==> src/rtl/cpu_pkg.sv <==
// Shared CPU definitions for the iterative multiply sequencer.
package cpu_pkg;

  localparam int unsigned MULT_DWIDTH = 32;
  localparam int unsigned MULT_ITERS  = MULT_DWIDTH;
  localparam int unsigned MULT_CNT_W  = $clog2(MULT_ITERS);

  typedef enum logic [1:0] {
    StIdle,
    StCalc,
    StFix
  } mult_state_t;

endpackage

==> src/rtl/mult_seq_ctrl_if.sv <==
// Control-unit / datapath handshake bundle for the multiply sequencer.
interface mult_seq_ctrl_if
  import cpu_pkg::*;
#(
  parameter int unsigned DWIDTH = MULT_DWIDTH
);

  logic              start;
  logic              is_signed;
  logic [DWIDTH-1:0] op_a;
  logic [DWIDTH-1:0] op_b;
  logic              rd_req;
  logic [DWIDTH-1:0] hi;
  logic [DWIDTH-1:0] lo;
  logic              busy;
  logic              stall;
  logic              done;

  // Control unit side.
  modport master (
    output start, is_signed, op_a, op_b, rd_req,
    input  hi, lo, busy, stall, done
  );

  // Sequencer side.
  modport slave (
    input  start, is_signed, op_a, op_b, rd_req,
    output hi, lo, busy, stall, done
  );

endinterface

==> src/rtl/mult_shift_add.sv <==
// Radix-2 shift-add datapath: accumulator, multiplier and multiplicand registers.
module mult_shift_add #(
  parameter int unsigned DWIDTH = 32
) (
  input  logic                clk_i,
  input  logic                rst_ni,
  input  logic                load_i,
  input  logic                step_i,
  input  logic                clear_i,
  input  logic [DWIDTH-1:0]   mcand_i,
  input  logic [DWIDTH-1:0]   mplier_i,
  output logic [2*DWIDTH-1:0] prod_o
);

  logic [DWIDTH:0]   acc_q, acc_d;
  logic [DWIDTH-1:0] mplier_q, mplier_d;
  logic [DWIDTH-1:0] mcand_q;
  logic [DWIDTH-1:0] addend;
  logic [DWIDTH:0]   sum;

  // One add-shift step: conditional add, then shift {acc, mplier} right as one value.
  always_comb begin
    addend             = mplier_q[0] ? mcand_q : '0;
    sum                = acc_q + {1'b0, addend};
    {acc_d, mplier_d}  = {1'b0, sum, mplier_q[DWIDTH-1:1]};
  end

  // Operand/accumulator registers with load, step and clear controls.
  always_ff @(posedge clk_i or negedge rst_ni) begin
    if (!rst_ni) begin
      acc_q    <= '0;
      mplier_q <= '0;
      mcand_q  <= '0;
    end else if (clear_i) begin
      acc_q    <= '0;
      mplier_q <= '0;
      mcand_q  <= '0;
    end else if (load_i) begin
      acc_q    <= '0;
      mplier_q <= mplier_i;
      mcand_q  <= mcand_i;
    end else if (step_i) begin
      acc_q    <= acc_d;
      mplier_q <= mplier_d;
    end
  end

  // After the final shift the top accumulator bit is always zero.
  assign prod_o = {acc_q[DWIDTH-1:0], mplier_q};

endmodule

==> src/rtl/mult_seq_ctrl.sv <==
// Iterative multiply sequencer: FSM, iteration counter, sign fixup, HI/LO and PC stall.
module mult_seq_ctrl
  import cpu_pkg::*;
#(
  parameter int unsigned DWIDTH = MULT_DWIDTH
) (
  input logic           clk,
  input logic           reset,
  mult_seq_ctrl_if.slave bus
);

  localparam int unsigned CntW = $clog2(DWIDTH);
  localparam logic [CntW-1:0] CntLast = CntW'(DWIDTH - 1);

  mult_state_t         state_q, state_d;
  logic [CntW-1:0]     cnt_q, cnt_d;
  logic                neg_q, neg_d;
  logic [DWIDTH-1:0]   hi_q, hi_d;
  logic [DWIDTH-1:0]   lo_q, lo_d;
  logic                done_q, done_d;

  logic                load, step, clear;
  logic [DWIDTH-1:0]   mag_a, mag_b;
  logic [2*DWIDTH-1:0] prod_raw, prod_fix;
  logic                busy;

  // Magnitudes only for signed mult; |most negative| is itself as an unsigned value.
  always_comb begin
    mag_a = (bus.is_signed && bus.op_a[DWIDTH-1]) ? -bus.op_a : bus.op_a;
    mag_b = (bus.is_signed && bus.op_b[DWIDTH-1]) ? -bus.op_b : bus.op_b;
  end

  mult_shift_add #(
    .DWIDTH (DWIDTH)
  ) u_shift_add (
    .clk_i    (clk),
    .rst_ni   (reset),
    .load_i   (load),
    .step_i   (step),
    .clear_i  (clear),
    .mcand_i  (mag_a),
    .mplier_i (mag_b),
    .prod_o   (prod_raw)
  );

  assign prod_fix = neg_q ? -prod_raw : prod_raw;

  // Next-state, counter, sign latch and HI/LO update.
  always_comb begin
    state_d = state_q;
    cnt_d   = cnt_q;
    neg_d   = neg_q;
    hi_d    = hi_q;
    lo_d    = lo_q;
    done_d  = 1'b0;
    load    = 1'b0;
    step    = 1'b0;
    clear   = 1'b0;
    unique case (state_q)
      StIdle: begin
        if (bus.start) begin
          load    = 1'b1;
          neg_d   = bus.is_signed & (bus.op_a[DWIDTH-1] ^ bus.op_b[DWIDTH-1]);
          cnt_d   = '0;
          state_d = StCalc;
        end
      end
      StCalc: begin
        step  = 1'b1;
        cnt_d = cnt_q + 1'b1;
        if (cnt_q == CntLast) begin
          state_d = StFix;
        end
      end
      StFix: begin
        hi_d    = prod_fix[2*DWIDTH-1:DWIDTH];
        lo_d    = prod_fix[DWIDTH-1:0];
        done_d  = 1'b1;
        // Product is captured this edge; drop the stale operands.
        clear   = 1'b1;
        state_d = StIdle;
      end
      default: state_d = StIdle;
    endcase
  end

  // State and result registers; reset discards any partial result.
  always_ff @(posedge clk or negedge reset) begin
    if (!reset) begin
      state_q <= StIdle;
      cnt_q   <= '0;
      neg_q   <= 1'b0;
      hi_q    <= '0;
      lo_q    <= '0;
      done_q  <= 1'b0;
    end else begin
      state_q <= state_d;
      cnt_q   <= cnt_d;
      neg_q   <= neg_d;
      hi_q    <= hi_d;
      lo_q    <= lo_d;
      done_q  <= done_d;
    end
  end

  // Stall is combinational so it settles before the PC edge.
  always_comb begin
    busy      = (state_q != StIdle);
    bus.busy  = busy;
    bus.stall = busy & (bus.start | bus.rd_req);
    bus.done  = done_q;
    bus.hi    = hi_q;
    bus.lo    = lo_q;
  end

endmodule

==> src/flat_wrapper.sv <==
// flat-port wrapper written by rule: the top's interface ports become plain ports
module mult_seq_ctrl_flat import cpu_pkg::*;
#(
  parameter int unsigned DWIDTH = MULT_DWIDTH
)
  (clk, reset, bus_start, bus_is_signed, bus_op_a, bus_op_b, bus_rd_req, bus_hi, bus_lo, bus_busy, bus_stall, bus_done);
  mult_seq_ctrl_if #(.DWIDTH(DWIDTH)) bus_i ();
  input logic clk;
  input logic reset;
  input wire logic [$bits(bus_i.start)-1:0] bus_start;
  input wire logic [$bits(bus_i.is_signed)-1:0] bus_is_signed;
  input wire logic [$bits(bus_i.op_a)-1:0] bus_op_a;
  input wire logic [$bits(bus_i.op_b)-1:0] bus_op_b;
  input wire logic [$bits(bus_i.rd_req)-1:0] bus_rd_req;
  output wire logic [$bits(bus_i.hi)-1:0] bus_hi;
  output wire logic [$bits(bus_i.lo)-1:0] bus_lo;
  output wire logic [$bits(bus_i.busy)-1:0] bus_busy;
  output wire logic [$bits(bus_i.stall)-1:0] bus_stall;
  output wire logic [$bits(bus_i.done)-1:0] bus_done;
  assign bus_i.start = bus_start;
  assign bus_i.is_signed = bus_is_signed;
  assign bus_i.op_a = bus_op_a;
  assign bus_i.op_b = bus_op_b;
  assign bus_i.rd_req = bus_rd_req;
  assign bus_hi = bus_i.hi;
  assign bus_lo = bus_i.lo;
  assign bus_busy = bus_i.busy;
  assign bus_stall = bus_i.stall;
  assign bus_done = bus_i.done;
  mult_seq_ctrl #(.DWIDTH(DWIDTH)) u_core (.clk(clk), .reset(reset), .bus(bus_i));
endmodule
==> config.mk <==
export PLATFORM = sky130hd
export DESIGN_NAME = mult_seq_ctrl_flat
export DESIGN_NICKNAME = d
export VERILOG_FILES = /design/src/rtl/cpu_pkg.sv /design/src/rtl/mult_seq_ctrl_if.sv /design/src/rtl/mult_shift_add.sv /design/src/rtl/mult_seq_ctrl.sv /design/src/flat_wrapper.sv
export SDC_FILE = /design/constraint.sdc
export NUM_CORES = 1
export LEC_CHECK = 0
export BUFFER_PORTS_ARGS = -buffer_cell sky130_fd_sc_hd__buf_2
export CORE_MARGIN = 5
export CORE_UTILIZATION = 38
export CTS_CLUSTER_SIZE = 20
export DETAILED_ROUTE_END_ITERATION = 12
export HOLD_SLACK_MARGIN = 0.12
export PLACE_DENSITY_LB_ADDON = 0.3
export SLEW_MARGIN = 15
export SYNTH_ARGS = -nofsm -noshare
export SYNTH_HDL_FRONTEND = slang
export SYNTH_HIERARCHICAL = 1
export SYNTH_SLANG_ARGS = --single-unit
==> constraint.sdc <==
create_clock -name clk -period 7.4 [get_ports clk]
set_input_delay 1.11 -clock clk [delete_from_list [all_inputs] [get_ports clk]]
set_output_delay 1.11 -clock clk [all_outputs]
set_load 0.005 [all_outputs]
# --- After elaboration in Yosys (flattened, before gate mapping) ---
# Cells that the tools add are included.
word_totals:
  ff_bits: 170
  inputBits: 69
  elab_cells: 54
  out_inout_bits: 67
op_classes:
  n_eq_ne: 5
  n_mux: 21
  n_reduce_logical: 10
  n_bitwise: 4
  addsub: 5
op_table:
  columns: ["op", "count"]
  rows:
  - ["$mux W32", 8]
  - ["$mux W33", 3]
  - ["$mux W64", 1]
  - ["$neg A32 Y32", 2]
  - ["$neg A64 Y64", 1]
  - ["$add A33 B32 Y33", 1]
  - ["$pmux W5 S2", 1]
  - ["$reduce_and A2 Y1", 3]
  - ["$reduce_bool A2 Y1", 3]
  - ["$add A5 B1 Y5 const B", 1]
  - ["$eq A5 B5 Y1 const B", 1]
  - ["$mux W5", 1]
  - ["$mux W1", 4]
  - ["$mux W2", 2]
  - ["$pmux W2 S2", 1]
  - ["$reduce_bool A3 Y1", 1]
  - ["$and A1 B1 Y1", 2]
  - ["$eq A2 B1 Y1 const B", 1]
  - ["$eq A2 B2 Y1 const B", 1]
  - ["$logic_and A1 B1 Y1", 2]
  - ["$logic_not A2 Y1", 1]
  - ["$ne A2 B1 Y1 const B", 1]
  - ["$ne A2 B2 Y1 const B", 1]
  - ["$or A1 B1 Y1", 1]
  - ["$xor A1 B1 Y1", 1]

# --- Depth between registers and ports, before layout ---
depth:
  word_depth: 5
  ltp_mapped: 12
  depth_no_buf: 11

# --- Modules after synthesis ---
# The synthesis kept the hierarchy.
modules_own_cells:
  columns: ["module", "cells_per_inst", "n_inst", "seq_area_each_um2", "area_each_um2"]
  rows:
  - ["mult_shift_add", 721, 1, 2402.3, 6303.5]
  - ["mult_seq_ctrl", 669, 1, 1826.8, 5574.1]

# --- Worst setup path after synthesis ---
# Ideal clock, no wire load.
synth_timing:
  path_type: "input -> register"
  from: "input bus_op_a[22]"
  to: "register u_core.u_shift_add.mcand_q[31]"
  t_required_ps: 7328
  path_stages: 8
  setup_ps: 72
  path_buffers: 0
  arrival_ps: 3129
  slack_ps: 4199
  path_cell_list: "or4_1 > or3_1 > or3_1 > or3_1 > o31ai_1 > and2_1 > mux2i_1 > nor2_1"
synth_between:
  elab_chain_len: 4
synth_lines:
  columns: ["element", "line", "source"]
  rows:
  - ["from (decl)", "flat_wrapper.sv:12", "input wire logic [$bits(bus_i.op_a)-1:0] bus_op_a;"]
  - ["$neg A32 Y32", "mult_seq_ctrl.sv:29", "mag_a = (bus.is_signed && bus.op_a[DWIDTH-1]) ? -bus.op_a : bus.op_a;"]
  - ["$mux W32", "mult_seq_ctrl.sv:29", null]
  - ["named net u_core.mag_a[31]", "mult_seq_ctrl.sv:23", "logic [DWIDTH-1:0] mag_a, mag_b;"]
  - ["$mux W32", "mult_shift_add.sv:38", "end else if (load_i) begin"]
  - ["$mux W32", "mult_shift_add.sv:34", "end else if (clear_i) begin"]
  - ["to (signal assigned)", "mult_shift_add.sv:41", "mcand_q <= mcand_i;"]
  - ["to (decl)", "mult_shift_add.sv:17", "logic [DWIDTH-1:0] mcand_q;"]
# The timed path passes the listed nets, and every way through them passes these cells. The select of a mux whose other input is x is not followed.
# A chain may end at the register's enable or synchronous reset.

# --- Worst setup path after layout ---
layout_timing:
  from: "input bus_start"
  to: "register u_core.u_shift_add.acc_q[30]"
layout_between:
  elab_chain_len: 4
  elab_cells_between_ends: 5
  cone_classes: "mux: 4; reduce/logical: 1"
layout_lines:
  columns: ["element", "line", "source"]
  rows:
  - ["from (decl)", "flat_wrapper.sv:10", "input wire logic [$bits(bus_i.start)-1:0] bus_start;"]
  - ["$mux W1 *", "mult_seq_ctrl.sv:61", "if (bus.start) begin"]
  - ["$mux W1 *", "mult_seq_ctrl.sv:59", "unique case (state_q)"]
  - ["named net u_core.load", "mult_seq_ctrl.sv:22", "logic load, step, clear;"]
  - ["$mux W33", "mult_shift_add.sv:38", null]
  - ["$mux W33", "mult_shift_add.sv:34", null]
  - ["to (signal assigned)", "mult_shift_add.sv:35", "acc_q <= '0;"]
  - ["to (signal assigned)", "mult_shift_add.sv:39", "acc_q <= '0;"]
  - ["to (signal assigned)", "mult_shift_add.sv:43", "acc_q <= acc_d;"]
  - ["to (decl)", "mult_shift_add.sv:15", "logic [DWIDTH:0] acc_q, acc_d;"]
# Mark *: on every way through the listed nets, which the timed path passes. The rest lies on a longest branch.

==> flow_summary.json <==
{
  "run_status": "finished clean",
  "critPathMostFrequentCell": "nand2_1",
  "holdBufCountCts": 0,
  "worst-slew-pin-transition_ps": 1090,
  "cp_cell_sequence": "buf_2 > nand2_1 > clkinv_2 > nor2_1 > nand2_1 > nor3_1 > o21ai_0 > o211ai_1",
  "numCtsBuffers": 17,
  "gpl.final_weighted_congestion": 0.897,
  "final_layout_fill_cell_count": 3074,
  "timing.hold.worst.class": "reg2reg",
  "route.detailed.drc": 0,
  "power_frac_seq_pct": 32.9,
  "first_pass_grt_wire_length_um": 55500,
  "drt_total_wl_um": 34100,
  "drt_iter0_drc": 1064,
  "syn2layout_area_growth_pct": 12.1,
  "met2_usage_pct": 28.2,
  "fin_skew_ps": 17.2,
  "max_capacitance_violation_count": 0,
  "mappedNetlistNets": 1497,
  "die_x_um": 187,
  "wl_per_cell_um": 18.2,
  "overflow": 0,
  "fmax_ghz": 0.282,
  "yosys_most_used_dff": "dfrtp_1",
  "antenna_found_initial": 1,
  "ios": 136,
  "synth.top_cell.area_share_pct": 35.6,
  "global_route.usage.total_pct": 19.2,
  "report.final.hold_viol_count": 0,
  "cp_num_buf_inv": 2,
  "timing.final.crit_share_pct": 47.9,
  "critical_path.endpoint_type": "flip-flop",
  "post_drt_via_cell_ratio": 5.61,
  "io_buffers": 135,
  "tritoncts_num_sinks": 169,
  "clock_power_share_pct": 15.5,
  "ir_drop_uv": 194,
  "timing.setup.critical_path_class": "in2reg",
  "worstPathMaxFanout": 23,
  "syn-mean-instance-area_um2": 8.55,
  "pin_count_of_the_biggest_net_entering_global_routing": 95,
  "total_half_perimeter_wirelength_after_legalization_and_detailed_placement_um": 25000,
  "finalNonFillerCells": 1879,
  "p_sw_share_pct": 47.3,
  "num_antenna_cells": 0,
  "detail_route.first_pass.iterations": 6,
  "multiInputGateArea_um2": 7240,
  "synth_largest_area_cell": "dfrtp_1",
  "path_clk_slew_ps": 70,
  "mostFrequentLayoutCells": "168 x dfrtp_1, 163 x nor2_1, 136 x nand2_1",
  "gr-usage-met3_pct": 3.46,
  "antenna_left": 0,
  "busiest_layer": "met1",
  "power.density_cell_area_nw_per_um2": 409,
  "final_common_cell": "dfrtp_1",
  "floorplan_die_area_um2": 34900,
  "ff_latch_area_um2": 4230,
  "ctsResizeCount": 0,
  "via_count": 10500,
  "power.net_switching_w": 0.00258,
  "ctsHtreeMaxLevel": 4,
  "critPathArrivalTime_ps": 3890,
  "initial_utilization_pct": 38.6,
  "yosysUniqueCellTypes": 78,
  "globalRouteMet1Util_pct": 29.4,
  "async_set_or_reset_register_ratio_after_synthesis_pct": 100,
  "sequential_area_share_after_synthesis_pct": 35.6,
  "cp-start-kind": "primary input",
  "placed_cells": 1848,
  "ys_seq_elements": 169,
  "rows": 64,
  "clock_latency_ps": 440,
  "timing.max_slew.rel_slack_pct": 27.0,
  "drive_above_1_share_pct": 14.9,
  "timing_max_transition_violations_final": 0,
  "setup_tns_ps": 0,
  "syn-cell-area_um2": 11900,
  "p_leak_nw": 6.01,
  "synth_warnings": 6,
  "combinationalPowerShare_pct": 51.6,
  "post_synth_inst_count": 1390,
  "critical_path_required_ps": 7750,
  "critical-path-slowest-cell": "nor2_1",
  "cts.repair_timing.setup_buffer_count": 0,
  "cts-root-buf": "clkbuf_16",
  "critical-path-max-stage-delay_ps": 870,
  "synth_edf_count": 0,
  "first_global_vias": 10000,
  "cts.path.max_buffers": 2,
  "tritoncts_clock_tree": "built",
  "post_synth_main_area_contributors": "dfrtp_1 36%, mux2i_1 6.5%, xor2_1 6.3%, nor2_1 5.2%, o21ai_0 5.1%",
  "fin_worst_hold_slack_ps": 475,
  "p_int_w": 0.00287,
  "unrepaired_setup_endpoints_after_global_routing": "no",
  "critical-path-top-delay-family": "simple AND/OR/NAND/NOR gates",
  "core_area_um2": 30700,
  "die_height_um": 187,
  "setup-violations-final": 0,
  "finalCriticalPeriod_ps": 3540,
  "layout.nets": 1578
}
==> cell usage after synthesis (all sizes together) (3+ instances only) <==
cell type  count
nand2        136
nor4b          3
and2          40
or3           27
ha            37
nand3b         3
nand2b        10
o31ai         30
inv           21
or4           19
nor2         163
a211o          3
nor3          22
or2           17
a31oi          5
nand3         26
nor4          21
o41ai         20
and4           4
o22ai          3
nand4         21
clkbuf        53
xor2          85
a211oi         5
o21ai        133
o211ai         7
nor2b          8
a311o          3
o21bai         5
mux2i         77
a21o          13
dfrtp        169
buf           26
xnor2         48
o21a           6
and3           8
a21oi         93
==> per-layer routing <==
metal | share of wire [%] | vias up
li1 | - | 5123
met1 | 49 | 4992
met2 | 43 | 362
met3 | 6.3 | 53
met4 | 1.6 | 2
met5 | 0.021 | -
==> worst paths after layout <==
kind / from / to / slack [ps] / cells after the start
hold reg to reg: u_core/bus.lo[17]$_DFFE_PN0P_ / u_core/bus.lo[17]$_DFFE_PN0P_ / 480 / 2
max in group asynchronous: reset / u_core/neg_q$_DFFE_PN0P_ / 5060 / 2
setup / recovery: bus_start / u_core/u_shift_add/acc_q[30]$_DFFE_PN0P_ / 3860 / 8
min in group asynchronous: reset / u_core/u_shift_add/mplier_q[0]$_DFFE_PN0P_ / 780 / 1
setup reg to reg: u_core/state_q[1]$_DFFE_PN0P_ / u_core/u_shift_add/acc_q[28]$_DFFE_PN0P_ / 3940 / 8
hold / removal: u_core/bus.lo[17]$_DFFE_PN0P_ / u_core/bus.lo[17]$_DFFE_PN0P_ / 480 / 2
==> state kept, by name, summed over array words and instances, names as in the netlist <==
signal / count
u_core/bus.done: 1
u_core/bus.hi: 32
u_core/bus.lo: 32
u_core/cnt_q: 5
u_core/neg_q: 1
u_core/state_q: 2
u_core/u_shift_add/acc_q: 32
u_core/u_shift_add/mcand_q: 32
u_core/u_shift_add/mplier_q: 32
==> worst reg2reg max path: cells and delay by family (launching register included) <==
kind                   cells  cell delay (ps)
buffers and inverters      3             1520
AO/OA/AOI/OAI              2              250
AND/OR/NAND/NOR            3             1190
flip-flops                 1              420
==> final cells by class <==
cell class | instances | share of cell area (%)
Timing Repair Buffer | 141 | 5.46
Clock inverter | 11 | 0.686
Tap cell | 396 | 3.72
Clock buffer | 20 | 3.35
Multi-Input combinational cell | 1120 | 54.4
Sequential cell | 169 | 31.8
Inverter | 22 | 0.629
==> power by group through the flow <==
| stage | Sequential, W | Clock (W) | Combinational, W |
|---|---|---|---|
| after CTS | 0.00178 | 0.000858 | 0.00278 |
| after global routing | 0.00184 | 0.000900 | 0.00315 |
| after global placement | 0.00178 | 0 | 0.00272 |
| after detailed placement | 0.00179 | 0 | 0.00276 |
| final | 0.00179 | 0.000844 | 0.00281 |
| after floorplan | 0.00155 | 0 | 0.00222 |
==> kinds of logic after synthesis <==
| family | Yosys count | share of synthesized area (%) |
|---|---|---|
| buffers and inverters | 101 | 3.47 |
| DFF | 169 | 35.6 |
| adders and majority gates | 38 | 4.07 |
| AOI/OAI and AO/OA | 339 | 18.0 |
| muxes | 77 | 6.49 |
| and+or+nand+nor | 533 | 22.6 |
| xor gates and xnor gates | 133 | 9.81 |
==> metrics by stage <==
step	setup slack (ps)	instance area, µm²	utilization (%)	power, W
final	3860	13300	43.3	0.00545
after global routing	3520	13300	43.3	0.00589
after CTS	3920	13300	43.3	0.00542
after detailed placement	3500	12800	41.6	0.00456
after global placement	3660	12800	41.6	0.00450
after floorplan	4200	11900	-	0.00377
(Power assumes the default switching activity.)
